File: config.mk
export PLATFORM = sky130hd
export DESIGN_NAME = lookup_type_pipe_flat
export DESIGN_NICKNAME = d
export VERILOG_FILES = /design/src/rtl/lookup_type_pipe_if.sv /design/src/rtl/lookup_type_pipe.sv /design/src/flat_wrapper.sv
export SDC_FILE = /design/constraint.sdc
export NUM_CORES = 2
export LEC_CHECK = 0
export CAP_MARGIN = 30
export CORE_UTILIZATION = 50
export CTS_BUF_LIST = sky130_fd_sc_hd__clkbuf_4
export DETAILED_ROUTE_END_ITERATION = 8
export GPL_TIMING_DRIVEN = 0
export PLACE_DENSITY_LB_ADDON = 0.25
export SLEW_MARGIN = 15
export SYNTH_ARGS = -nofsm -noshare
export SYNTH_HDL_FRONTEND = slang
export SYNTH_SLANG_ARGS = --single-unit
File: constraint.sdc
create_clock -name i_clk -period 22.5 [get_ports i_clk]
set_input_delay 4.5 -clock i_clk [delete_from_list [all_inputs] [get_ports i_clk]]
set_output_delay 4.5 -clock i_clk [all_outputs]
set_load 0.01 [all_outputs]
File: src/rtl/lookup_type_pipe_if.sv
// Lookup request/response handshake bundle for lookup_type_pipe.
// slave = pipeline side, master = packet parser / key-extraction side.
interface lookup_type_pipe_if #(
  parameter int TYPE_NUM         = 4,
  parameter int TYPE_WIDTH       = 8,
  parameter int KEY_FIELD_NUM    = 8,
  parameter int KEY_OFFSET_WIDTH = 6,
  parameter int RULE_NUM         = 8,
  parameter int RULE_AW          = $clog2(RULE_NUM),
  parameter int META_WIDTH       = 16
) ();
  logic i_valid;
  logic o_ready;
  logic [TYPE_NUM-1:0][TYPE_WIDTH-1:0] i_type;
  logic [META_WIDTH-1:0] i_meta;
  logic o_valid;
  logic i_ready;
  logic o_hit;
  logic [RULE_AW-1:0] o_rule_idx;
  logic [KEY_FIELD_NUM-1:0][KEY_OFFSET_WIDTH-1:0] o_result;
  logic [META_WIDTH-1:0] o_meta;

  modport slave (
    input  i_valid, i_type, i_meta, i_ready,
    output o_ready, o_valid, o_hit, o_rule_idx, o_result, o_meta
  );

  modport master (
    output i_valid, i_type, i_meta, i_ready,
    input  o_ready, o_valid, o_hit, o_rule_idx, o_result, o_meta
  );
endinterface

File: src/rtl/lookup_type_pipe.sv
// Two-stage masked type lookup: lowest-index hitting rule wins.
// Rule writes, rule/counter read-back and saturating hit counters.
module lookup_type_pipe #(
  parameter int TYPE_NUM         = 4,
  parameter int TYPE_WIDTH       = 8,
  parameter int KEY_FIELD_NUM    = 8,
  parameter int KEY_OFFSET_WIDTH = 6,
  parameter int RULE_NUM         = 8,
  parameter int RULE_AW          = $clog2(RULE_NUM),
  parameter int META_WIDTH       = 16,
  parameter int CNT_WIDTH        = 32,
  parameter bit CLR_ON_READ      = 1'b1,
  parameter int RULE_WIDTH       = 1 + 2*TYPE_NUM*TYPE_WIDTH
                                   + KEY_FIELD_NUM*KEY_OFFSET_WIDTH
) (
  input  logic                  i_clk,
  input  logic                  i_rst,
  lookup_type_pipe_if.slave     lk,
  input  logic                  i_rule_wren,
  input  logic [RULE_AW-1:0]    i_rule_waddr,
  input  logic [RULE_WIDTH-1:0] i_rule_wdata,
  input  logic                  i_rd_en,
  input  logic [RULE_AW-1:0]    i_rd_addr,
  input  logic                  i_rd_sel,
  output logic                  o_rd_valid,
  output logic [RULE_WIDTH-1:0] o_rd_data
);

  localparam int TW = TYPE_NUM * TYPE_WIDTH;
  localparam int RW = KEY_FIELD_NUM * KEY_OFFSET_WIDTH;
  localparam int BW = RULE_WIDTH - 1;

  logic [RULE_NUM-1:0]  r_vld;
  logic [BW-1:0]        r_body [RULE_NUM];
  logic [CNT_WIDTH-1:0] r_cnt  [RULE_NUM];

  logic [TW-1:0]       key;
  logic [RULE_NUM-1:0] hit_vec;
  logic                m_hit;
  logic [RULE_AW-1:0]  m_idx;
  logic [RW-1:0]       m_res;
  logic [RULE_NUM-1:0] inc_vec;

  logic                  s1_v;
  logic                  s1_hit;
  logic [RULE_AW-1:0]    s1_idx;
  logic [RW-1:0]         s1_res;
  logic [META_WIDTH-1:0] s1_meta;
  logic                  s2_v;
  logic                  s2_hit;
  logic [RULE_AW-1:0]    s2_idx;
  logic [RW-1:0]         s2_res;
  logic [META_WIDTH-1:0] s2_meta;

  logic s2_free;
  logic acc;
  logic cnt_clr;

  assign key     = lk.i_type;
  assign s2_free = !s2_v || lk.i_ready;
  assign acc     = lk.i_valid && lk.o_ready;
  assign cnt_clr = CLR_ON_READ && i_rd_en && i_rd_sel;

  // S1 is free when empty or draining into S2 this cycle
  assign lk.o_ready = !i_rst && (!s1_v || s2_free);

  assign lk.o_valid    = s2_v;
  assign lk.o_hit      = s2_hit;
  assign lk.o_rule_idx = s2_idx;
  assign lk.o_result   = s2_res;
  assign lk.o_meta     = s2_meta;

  // masked compare of the incoming type against every rule
  always_comb begin
    hit_vec = '0;
    for (int i = 0; i < RULE_NUM; i++) begin
      hit_vec[i] = r_vld[i] &&
        ((key & r_body[i][BW-1 -: TW]) == r_body[i][RW +: TW]);
    end
  end

  // priority select: scanning downward leaves the lowest hit
  always_comb begin
    m_hit = 1'b0;
    m_idx = '0;
    m_res = '0;
    for (int i = RULE_NUM - 1; i >= 0; i--) begin
      if (hit_vec[i]) begin
        m_hit = 1'b1;
        m_idx = RULE_AW'(i);
        m_res = r_body[i][RW-1:0];
      end
    end
  end

  // one-hot increment request for the winning rule
  always_comb begin
    inc_vec = '0;
    if (acc && m_hit) inc_vec[m_idx] = 1'b1;
  end

  // S1: capture lookup result on accept
  always_ff @(posedge i_clk) begin
    if (i_rst) begin
      s1_v    <= 1'b0;
      s1_hit  <= 1'b0;
      s1_idx  <= '0;
      s1_res  <= '0;
      s1_meta <= '0;
    end else if (acc) begin
      s1_v    <= 1'b1;
      s1_hit  <= m_hit;
      s1_idx  <= m_idx;
      s1_res  <= m_res;
      s1_meta <= lk.i_meta;
    end else if (s2_free) begin
      s1_v    <= 1'b0;
    end
  end

  // S2: output stage, holds while stalled
  always_ff @(posedge i_clk) begin
    if (i_rst) begin
      s2_v    <= 1'b0;
      s2_hit  <= 1'b0;
      s2_idx  <= '0;
      s2_res  <= '0;
      s2_meta <= '0;
    end else if (s2_free) begin
      s2_v    <= s1_v;
      s2_hit  <= s1_hit;
      s2_idx  <= s1_idx;
      s2_res  <= s1_res;
      s2_meta <= s1_meta;
    end
  end

  // rule valid bits: only these need reset
  always_ff @(posedge i_clk) begin
    if (i_rst) begin
      r_vld <= '0;
    end else if (i_rule_wren) begin
      r_vld[i_rule_waddr] <= i_rule_wdata[RULE_WIDTH-1];
    end
  end

  // rule mask/value/result storage
  always_ff @(posedge i_clk) begin
    if (i_rule_wren) r_body[i_rule_waddr] <= i_rule_wdata[BW-1:0];
  end

  // hit counters: write clears, read-clear keeps a coincident hit
  always_ff @(posedge i_clk) begin
    for (int i = 0; i < RULE_NUM; i++) begin
      if (i_rst) begin
        r_cnt[i] <= '0;
      end else if (i_rule_wren && i_rule_waddr == RULE_AW'(i)) begin
        r_cnt[i] <= '0;
      end else if (cnt_clr && i_rd_addr == RULE_AW'(i)) begin
        r_cnt[i] <= CNT_WIDTH'(inc_vec[i]);
      end else if (inc_vec[i] && r_cnt[i] != '1) begin
        r_cnt[i] <= r_cnt[i] + CNT_WIDTH'(1);
      end
    end
  end

  // registered read port returning pre-edge contents
  always_ff @(posedge i_clk) begin
    if (i_rst) begin
      o_rd_valid <= 1'b0;
      o_rd_data  <= '0;
    end else begin
      o_rd_valid <= i_rd_en;
      if (i_rd_en) begin
        o_rd_data <= i_rd_sel ? RULE_WIDTH'(r_cnt[i_rd_addr])
                              : {r_vld[i_rd_addr], r_body[i_rd_addr]};
      end
    end
  end

endmodule

File: src/flat_wrapper.sv
// flat-port wrapper written by rule: the top's interface ports become plain ports
module lookup_type_pipe_flat 
#(
  parameter int TYPE_NUM         = 4,
  parameter int TYPE_WIDTH       = 8,
  parameter int KEY_FIELD_NUM    = 8,
  parameter int KEY_OFFSET_WIDTH = 6,
  parameter int RULE_NUM         = 8,
  parameter int RULE_AW          = $clog2(RULE_NUM),
  parameter int META_WIDTH       = 16,
  parameter int CNT_WIDTH        = 32,
  parameter bit CLR_ON_READ      = 1'b1,
  parameter int RULE_WIDTH       = 1 + 2*TYPE_NUM*TYPE_WIDTH
                                   + KEY_FIELD_NUM*KEY_OFFSET_WIDTH
)
  (i_clk, i_rst, i_rule_wren, i_rule_waddr, i_rule_wdata, i_rd_en, i_rd_addr, i_rd_sel, o_rd_valid, o_rd_data, lk_i_valid, lk_i_type, lk_i_meta, lk_i_ready, lk_o_ready, lk_o_valid, lk_o_hit, lk_o_rule_idx, lk_o_result, lk_o_meta);
  lookup_type_pipe_if #(.TYPE_NUM(TYPE_NUM), .TYPE_WIDTH(TYPE_WIDTH), .KEY_FIELD_NUM(KEY_FIELD_NUM), .KEY_OFFSET_WIDTH(KEY_OFFSET_WIDTH), .RULE_NUM(RULE_NUM), .RULE_AW(RULE_AW), .META_WIDTH(META_WIDTH)) lk_i ();
  input  logic i_clk;
  input  logic i_rst;
  input  logic i_rule_wren;
  input  logic [RULE_AW-1:0] i_rule_waddr;
  input  logic [RULE_WIDTH-1:0] i_rule_wdata;
  input  logic i_rd_en;
  input  logic [RULE_AW-1:0] i_rd_addr;
  input  logic i_rd_sel;
  output logic o_rd_valid;
  output logic [RULE_WIDTH-1:0] o_rd_data;
  input wire logic [$bits(lk_i.i_valid)-1:0] lk_i_valid;
  input wire logic [$bits(lk_i.i_type)-1:0] lk_i_type;
  input wire logic [$bits(lk_i.i_meta)-1:0] lk_i_meta;
  input wire logic [$bits(lk_i.i_ready)-1:0] lk_i_ready;
  output wire logic [$bits(lk_i.o_ready)-1:0] lk_o_ready;
  output wire logic [$bits(lk_i.o_valid)-1:0] lk_o_valid;
  output wire logic [$bits(lk_i.o_hit)-1:0] lk_o_hit;
  output wire logic [$bits(lk_i.o_rule_idx)-1:0] lk_o_rule_idx;
  output wire logic [$bits(lk_i.o_result)-1:0] lk_o_result;
  output wire logic [$bits(lk_i.o_meta)-1:0] lk_o_meta;
  assign lk_i.i_valid = lk_i_valid;
  assign lk_i.i_type = lk_i_type;
  assign lk_i.i_meta = lk_i_meta;
  assign lk_i.i_ready = lk_i_ready;
  assign lk_o_ready = lk_i.o_ready;
  assign lk_o_valid = lk_i.o_valid;
  assign lk_o_hit = lk_i.o_hit;
  assign lk_o_rule_idx = lk_i.o_rule_idx;
  assign lk_o_result = lk_i.o_result;
  assign lk_o_meta = lk_i.o_meta;
  lookup_type_pipe #(.TYPE_NUM(TYPE_NUM), .TYPE_WIDTH(TYPE_WIDTH), .KEY_FIELD_NUM(KEY_FIELD_NUM), .KEY_OFFSET_WIDTH(KEY_OFFSET_WIDTH), .RULE_NUM(RULE_NUM), .RULE_AW(RULE_AW), .META_WIDTH(META_WIDTH), .CNT_WIDTH(CNT_WIDTH), .CLR_ON_READ(CLR_ON_READ), .RULE_WIDTH(RULE_WIDTH)) u_core (.i_clk(i_clk), .i_rst(i_rst), .lk(lk_i), .i_rule_wren(i_rule_wren), .i_rule_waddr(i_rule_waddr), .i_rule_wdata(i_rule_wdata), .i_rd_en(i_rd_en), .i_rd_addr(i_rd_addr), .i_rd_sel(i_rd_sel), .o_rd_valid(o_rd_valid), .o_rd_data(o_rd_data));
endmodule
Word-level counts from Yosys, hierarchy flattened
Memory sizes are Yosys's and may differ from the RTL's.
Index checks and enable logic that the tools add are counted.

word-level totals
  memories kept = 2
  bits in read-only memories = 0
  RAM bits = 1152
  bits in registers = 260
  latch bits = 0

memories
  name           words  bits a word  read ports  clocked after Yosys merged registers in  wr ports  RTL line                source
  u_core.r_body  8      112          9           0                                        1         lookup_type_pipe.sv:34  logic [BW-1:0] r_body [RULE_NUM];
  u_core.r_cnt   8      32           9           0                                        8         lookup_type_pipe.sv:35  logic [CNT_WIDTH-1:0] r_cnt [RULE_NUM];

operators by class
  shift-type cells = 0
  muxes and demuxes = 159
  add/sub/neg operators = 8
  bitwise operators = 32
  order comparisons = 5
  multiply operators = 0
  div/mod/pow operators = 0
  equality and inequality tests = 30
  reduce and logical (&&, ||, !) cells = 46

operator list
  cell                                                                number
  two-way mux 32 bit                                                  24
  two-way mux 48 bit                                                  8
  adder 32 x 1 -> 32 bit (second input constant)                      8
  bitwise AND 32 bit                                                  8
  == test 32 bit                                                      8
  inequality test 32 bit (second input constant)                      8
  two-way mux 1 bit                                                   113
  two-way mux 113 bit                                                 1
  logical AND 1 bit                                                   38
  == test 3 bit (second input constant)                               8
  two-way mux 3 bit                                                   8
  bitwise OR 1 bit                                                    24
  == test 3 x 2 -> 1 bit (second input constant)                      4
  less-than comparator 3 x 4 -> 1 bit (second input constant)         3
  bitwise mux 8 bit                                                   1
  two-way mux 8 bit                                                   1
  demux 1 bit (select 3 bit)                                          2
  == test 3 x 1 -> 1 bit (second input constant)                      2
  greater-or-equal comparator 3 x 1 -> 1 bit (second input constant)  2
  logical NOT 3 bit                                                   2
  binary-select mux 1 bit (select 3 bit)                              1
  logical NOT 1 bit                                                   3
  logical OR 1 bit                                                    2
  nonzero test 2 bit                                                  1

Longest topological paths before layout
  word-level depth = 23
  depth in mapped cells = 13
  gate-level depth less buffers = 10

Least setup slack after synthesis
No wires, ideal clock.

  kind = input port to flip-flop
  start point = input port i_rule_waddr[2]
  end point = memory u_core.r_cnt[1][0] (enable)
  stages = 6
  required time = 22019 ps
  arrival time = 14148 ps
  buffers on the path = 1
  slack = 7872 ps
  path through = nor3_1 > a211oi_1 > nand3_1 > a31o_2 > clkbuf_1 > nand2_1

RTL lines
  element             RTL line                source
  start: declaration  flat_wrapper.sv:21      input logic [RULE_AW-1:0] i_rule_waddr;
  end: declaration    lookup_type_pipe.sv:35

Worst setup path after layout
  start point = input port lk_i_ready
  end point = output port lk_o_ready

between the ends
  cells in the longest elaborated chain, start to end = 3

ends and longest elaborated chain
  element             RTL line                source
  start: declaration  flat_wrapper.sv:31      input wire logic [$bits(lk_i.i_ready)-1:0] lk_i_ready;
  logical OR 1 bit    lookup_type_pipe.sv:60  assign s2_free = !s2_v || lk.i_ready;
  logical OR 1 bit    lookup_type_pipe.sv:65  assign lk.o_ready = !i_rst && (!s1_v || s2_free);
  logical AND 1 bit   lookup_type_pipe.sv:65
  end: declaration    flat_wrapper.sv:32      output wire logic [$bits(lk_i.o_ready)-1:0] lk_o_ready;

Every way passes these cells.

==> summary.md <==
| Metric | Value |
|---|---|
| Total area of sequential cells | `around 40000 um^2` |
| Vias per cell | `6.310` |
| 1st-iter DRT viols | `7698` |
| Wirelength per Cell | `a little under 30 um` |
| Area of the multi-input gates | `24990 um^2` |
| Vert. Die Dim | `365.3 um` |
| Gpl congestion | `1.000` |
| Port Buf Inserts | `326` |
| Fin crit period | `11060 ps` |
| Unique masters post-synth | `69` |
| Compound-Gate Fraction of Synth Area | `5.535%` |
| Tcrit/Tclk final | `49.15%` |
| Status | `finished, final reports clean` |
| Final wirelength | `233400 um` |
| Ys Warns | `0` |
| Vias in the first global route | `~48000` |
| Setup-failing EPs final | `0` |
| Actual slew at the worst max-slew pin | `roughly 1100 ps` |
| CP endpoint kind | `output pin` |
| Crit-path leading delay family | `buffers and inverters` |
| IO Pins | `358` |
| Global-route wire length before repair | `330800 um` |
| # placed instances | `a little over 7000` |
| Worst min-delay path class | `reg2reg` |
| Crit path required time | `18000 ps` |
| Leak | `26.45 nW` |
| Register bit total from synthesis | `between 1000 and 1500` |
| VDD IR max | `0.04315 mV` |
| GRT Overall Usage | `34.87%` |
| Die X | `365.3 um` |
| Simple-Gate Fraction of Synth Area | `about an eighth` |
| Number of routed nets with antenna violations | `0` |
| Reg clk slew, reported paths | `70 ps` |
| Final HPWL from detailed placement | `174300 um` |
| Pre-antenna DRT Iters | `9` |
| Predominant post-synthesis flop cell | `edfxtp_1` |
| Initial antenna violation count | `49` |
| Postcts setup bufs | `0` |
| Worst Path Buf+Inv | `3` |
| DR DRC count | `0` |
| Clk buf depth | `4` |
| CTS Root Cell | `clkbuf_4` |
| Critical Path Source | `lk_i_ready` |
| Post-Syn Nets | `5171` |
| H-tree Lvls | `5` |
| Worst rel slew slack | `24.30%` |
| Clk Latency, worst-skew pair | `1310 ps` |
| Ys async rst share | `0%` |
| WS Path Type | `in2out` |
| Area after DPL | `73270 um^2` |
| Area growth from synthesis to layout | `18.41%` |
| Clock sink count | `1412` |
| Mux share of post-synthesis cell area | `around 14%` |
| Reg2Reg Launch Point | `u_core.r_body[1][106]$_DFFE_PP_` |
| Number of core rows | `about 130` |
| Area leader, netlist | `edfxtp_1` |
| Total Power | `5.810 mW` |
| Vias | `49550` |
| CTS Hold Bufs | `0` |
| Cell Count, Final, Fillers Out | `7853` |
| Crit start category | `input pin` |
| Post-CTS resize count | `0` |
| Synthesized area per cell | `13.23 um^2` |
| CP max stage delay | `760 ps` |
| Design area | `78160 um^2` |
| Grt ovf | `0` |
| Hold wc startpoint | `u_core.s1_meta[0]$_SDFFE_PP0P_` |
| Synth Instances | `4989` |
| Final slew viol count | `0` |
| Starting density of the core | `50.65%` |
| Max-cap violations | `0` |
| CP most frequent cell | `clkdlybuf4s50_1` |
| CTS Buf Count | `375` |
| Post-Synth Adder-Cell Area | `0.1516%` |
| Largest family of logic cells by synthesized area | `multiplexers` |
| F_max | `approximately 90 MHz` |
| RSZ-0062 raised after global routing | `no` |
| CTS tree | `done` |
| Layout cells sized above 1 | `between 20% and 30%` |
| Syn Std Cell Area | `66010 um^2` |
| Number of flops mapped to enable cells by yosys | `between 1000 and 1500` |
| Pwr Density | `74.34 nW/um^2` |
| Seq/Total Area, Yosys | `around 60%` |
| Reg2Reg Setup Slack | `16350 ps` |
| Slowest cell on crit path | `clkbuf_1` |
| CORE AREA | `130300 um^2` |
| Fin. Hold Viols | `0` |
| Largest cells by area after synthesis | `edfxtp_1 (52%), mux4_2 (11%), dfxtp_1 (7.9%)` |
| Crit path cell chain | `clkdlybuf4s50_1 > nor2b_1 > clkbuf_1 > a21oi_1 > clkdlybuf4s50_1` |
| # fillers | `10340` |
| Largest net degree at the start of global routing | `33` |
| Fin Setup TNS | `0 ps` |
| Share of the synthesized area in the top cell type | `a little over half` |
| Clock Skew | `94.22 ps` |
| Critical path arrival | `6560 ps` |
| Die area | `133500 um^2` |
| Post-synthesis xor/xnor area fraction | `5.573%` |
| CP max FO | `8` |
| Fin Hold WS | `429.6 ps` |
| Nets@finish | `about 6000` |
cell usage in the layout (no fill, tap or decap), types with 20 or more instances in the layout:
master / n
a2111oi_0: 49
a21oi_1: 209
a22oi_1: 75
and3_1: 92
buf_1: 31
buf_12: 28
buf_2: 33
buf_4: 28
buf_6: 37
clkbuf_1: 225
clkbuf_4: 577
clkdlybuf4s50_1: 326
clkinv_1: 61
dfxtp_1: 260
diode_2: 28
edfxtp_1: 1152
inv_1: 20
mux2_2: 134
mux2i_1: 39
mux4_2: 316
nand2_1: 558
nand3_1: 151
nand3b_1: 23
nand4_1: 83
nor2_1: 445
nor2_4: 35
nor2b_1: 64
nor3_1: 56
nor3b_1: 48
o21ai_0: 159
or2_2: 54
or3_1: 48
xnor2_1: 124
xor2_1: 296
tightest hold or removal path, cell delays in order (launching register included):
cell     delay (ps)
dfxtp_1         320
nand2_1          60
a21oi_1          60
worst paths after layout:
check / to / depth (start not counted)
worst max register to register: u_core.r_cnt[5][19]$_SDFFCE_PN0P_ / 14
worst max-delay path: lk_o_ready / 5
worst min-delay path: u_core.lk.o_meta[0]$_SDFFE_PP0P_ / 2
worst min register to register: u_core.lk.o_meta[0]$_SDFFE_PP0P_ / 2
synth_stat cells (18+ instances only):
master / n
edfxtp_1: 1152
nand2_1: 561
nor2_1: 451
mux4_2: 316
xor2_1: 296
dfxtp_1: 260
clkbuf_1: 232
a21oi_1: 209
o21ai_0: 159
nand3_1: 151
mux2_2: 134
xnor2_1: 124
and3_1: 92
nand4_1: 83
a22oi_1: 75
nor2b_1: 64
nor3_1: 58
or2_2: 54
a2111oi_0: 49
nor3b_1: 48
or3_1: 48
buf_1: 43
mux2i_1: 39
nor2_4: 29
nand3b_1: 23
nor4_1: 22
buf_2: 21
inv_1: 20
a211oi_1: 18
metal layers:
| layer | global-route usage, % | part of all wire, % | vias up |
|---|---|---|---|
| li1 | - | - | 20630 |
| met1 | 47.38 | 37 | 24490 |
| met2 | 50.32 | 43 | 3827 |
| met3 | 12.62 | 15 | 561 |
| met4 | 15.14 | 4.3 | 36 |
| met5 | 0 | 0.093 | - |
registers in the layout, summed over array words and instances, names as in the netlist:
name	count
u_core.s1_v	1
u_core.lk.o_hit	1
u_core.s1_idx	3
u_core.lk.o_meta	16
u_core.o_rd_valid	1
u_core.s1_meta	16
u_core.r_cnt	256
u_core.lk.o_result	48
u_core.lk.o_valid	1
u_core.s1_res	48
u_core.s1_hit	1
u_core.r_vld	8
u_core.lk.o_rule_idx	3
u_core.o_rd_data	113
u_core.r_body	896
layout make-up:
type	count	share of cell area, %
clock inverters	73	0.4658
flip-flops and latches	1412	50.92
diodes	28	0.08965
well taps	1742	2.789
inverters	21	0.1009
plain buffers	304	1.630
multi-input cells	3252	31.98
repair buffers	444	6.488
clock buffers	577	5.542
stage by stage:
stage	util, %	setup slack (ps)
3_5_place_dp	56.23	11450
4_1_cts	59.83	11430
6_report	59.98	11440
5_1_grt	59.96	11400
2_1_floorplan	-	7872
3_3_place_gp	54.83	-3056
cells by family (layout without fill, tap and decap cells):
family,count (synthesis),after routing
and+or+nand+nor,1743,1743
AOI/OAI and AO/OA,592,592
DFF,1412,1412
adders and majority gates,8,8
muxes,489,489
xor gates and xnor gates,420,420
buffers and inverters,325,1419
other,0,28
where the power goes:
group | total, mW | switching (mW) | internal, mW | leakage (nW)
Clock | 2.28 | 1.08 | 1.19 | 2.82
Sequential | 3.00 | 0.0759 | 2.92 | 12.9
Combinational | 0.535 | 0.315 | 0.221 | 10.8
(Power assumes the default switching activity.)
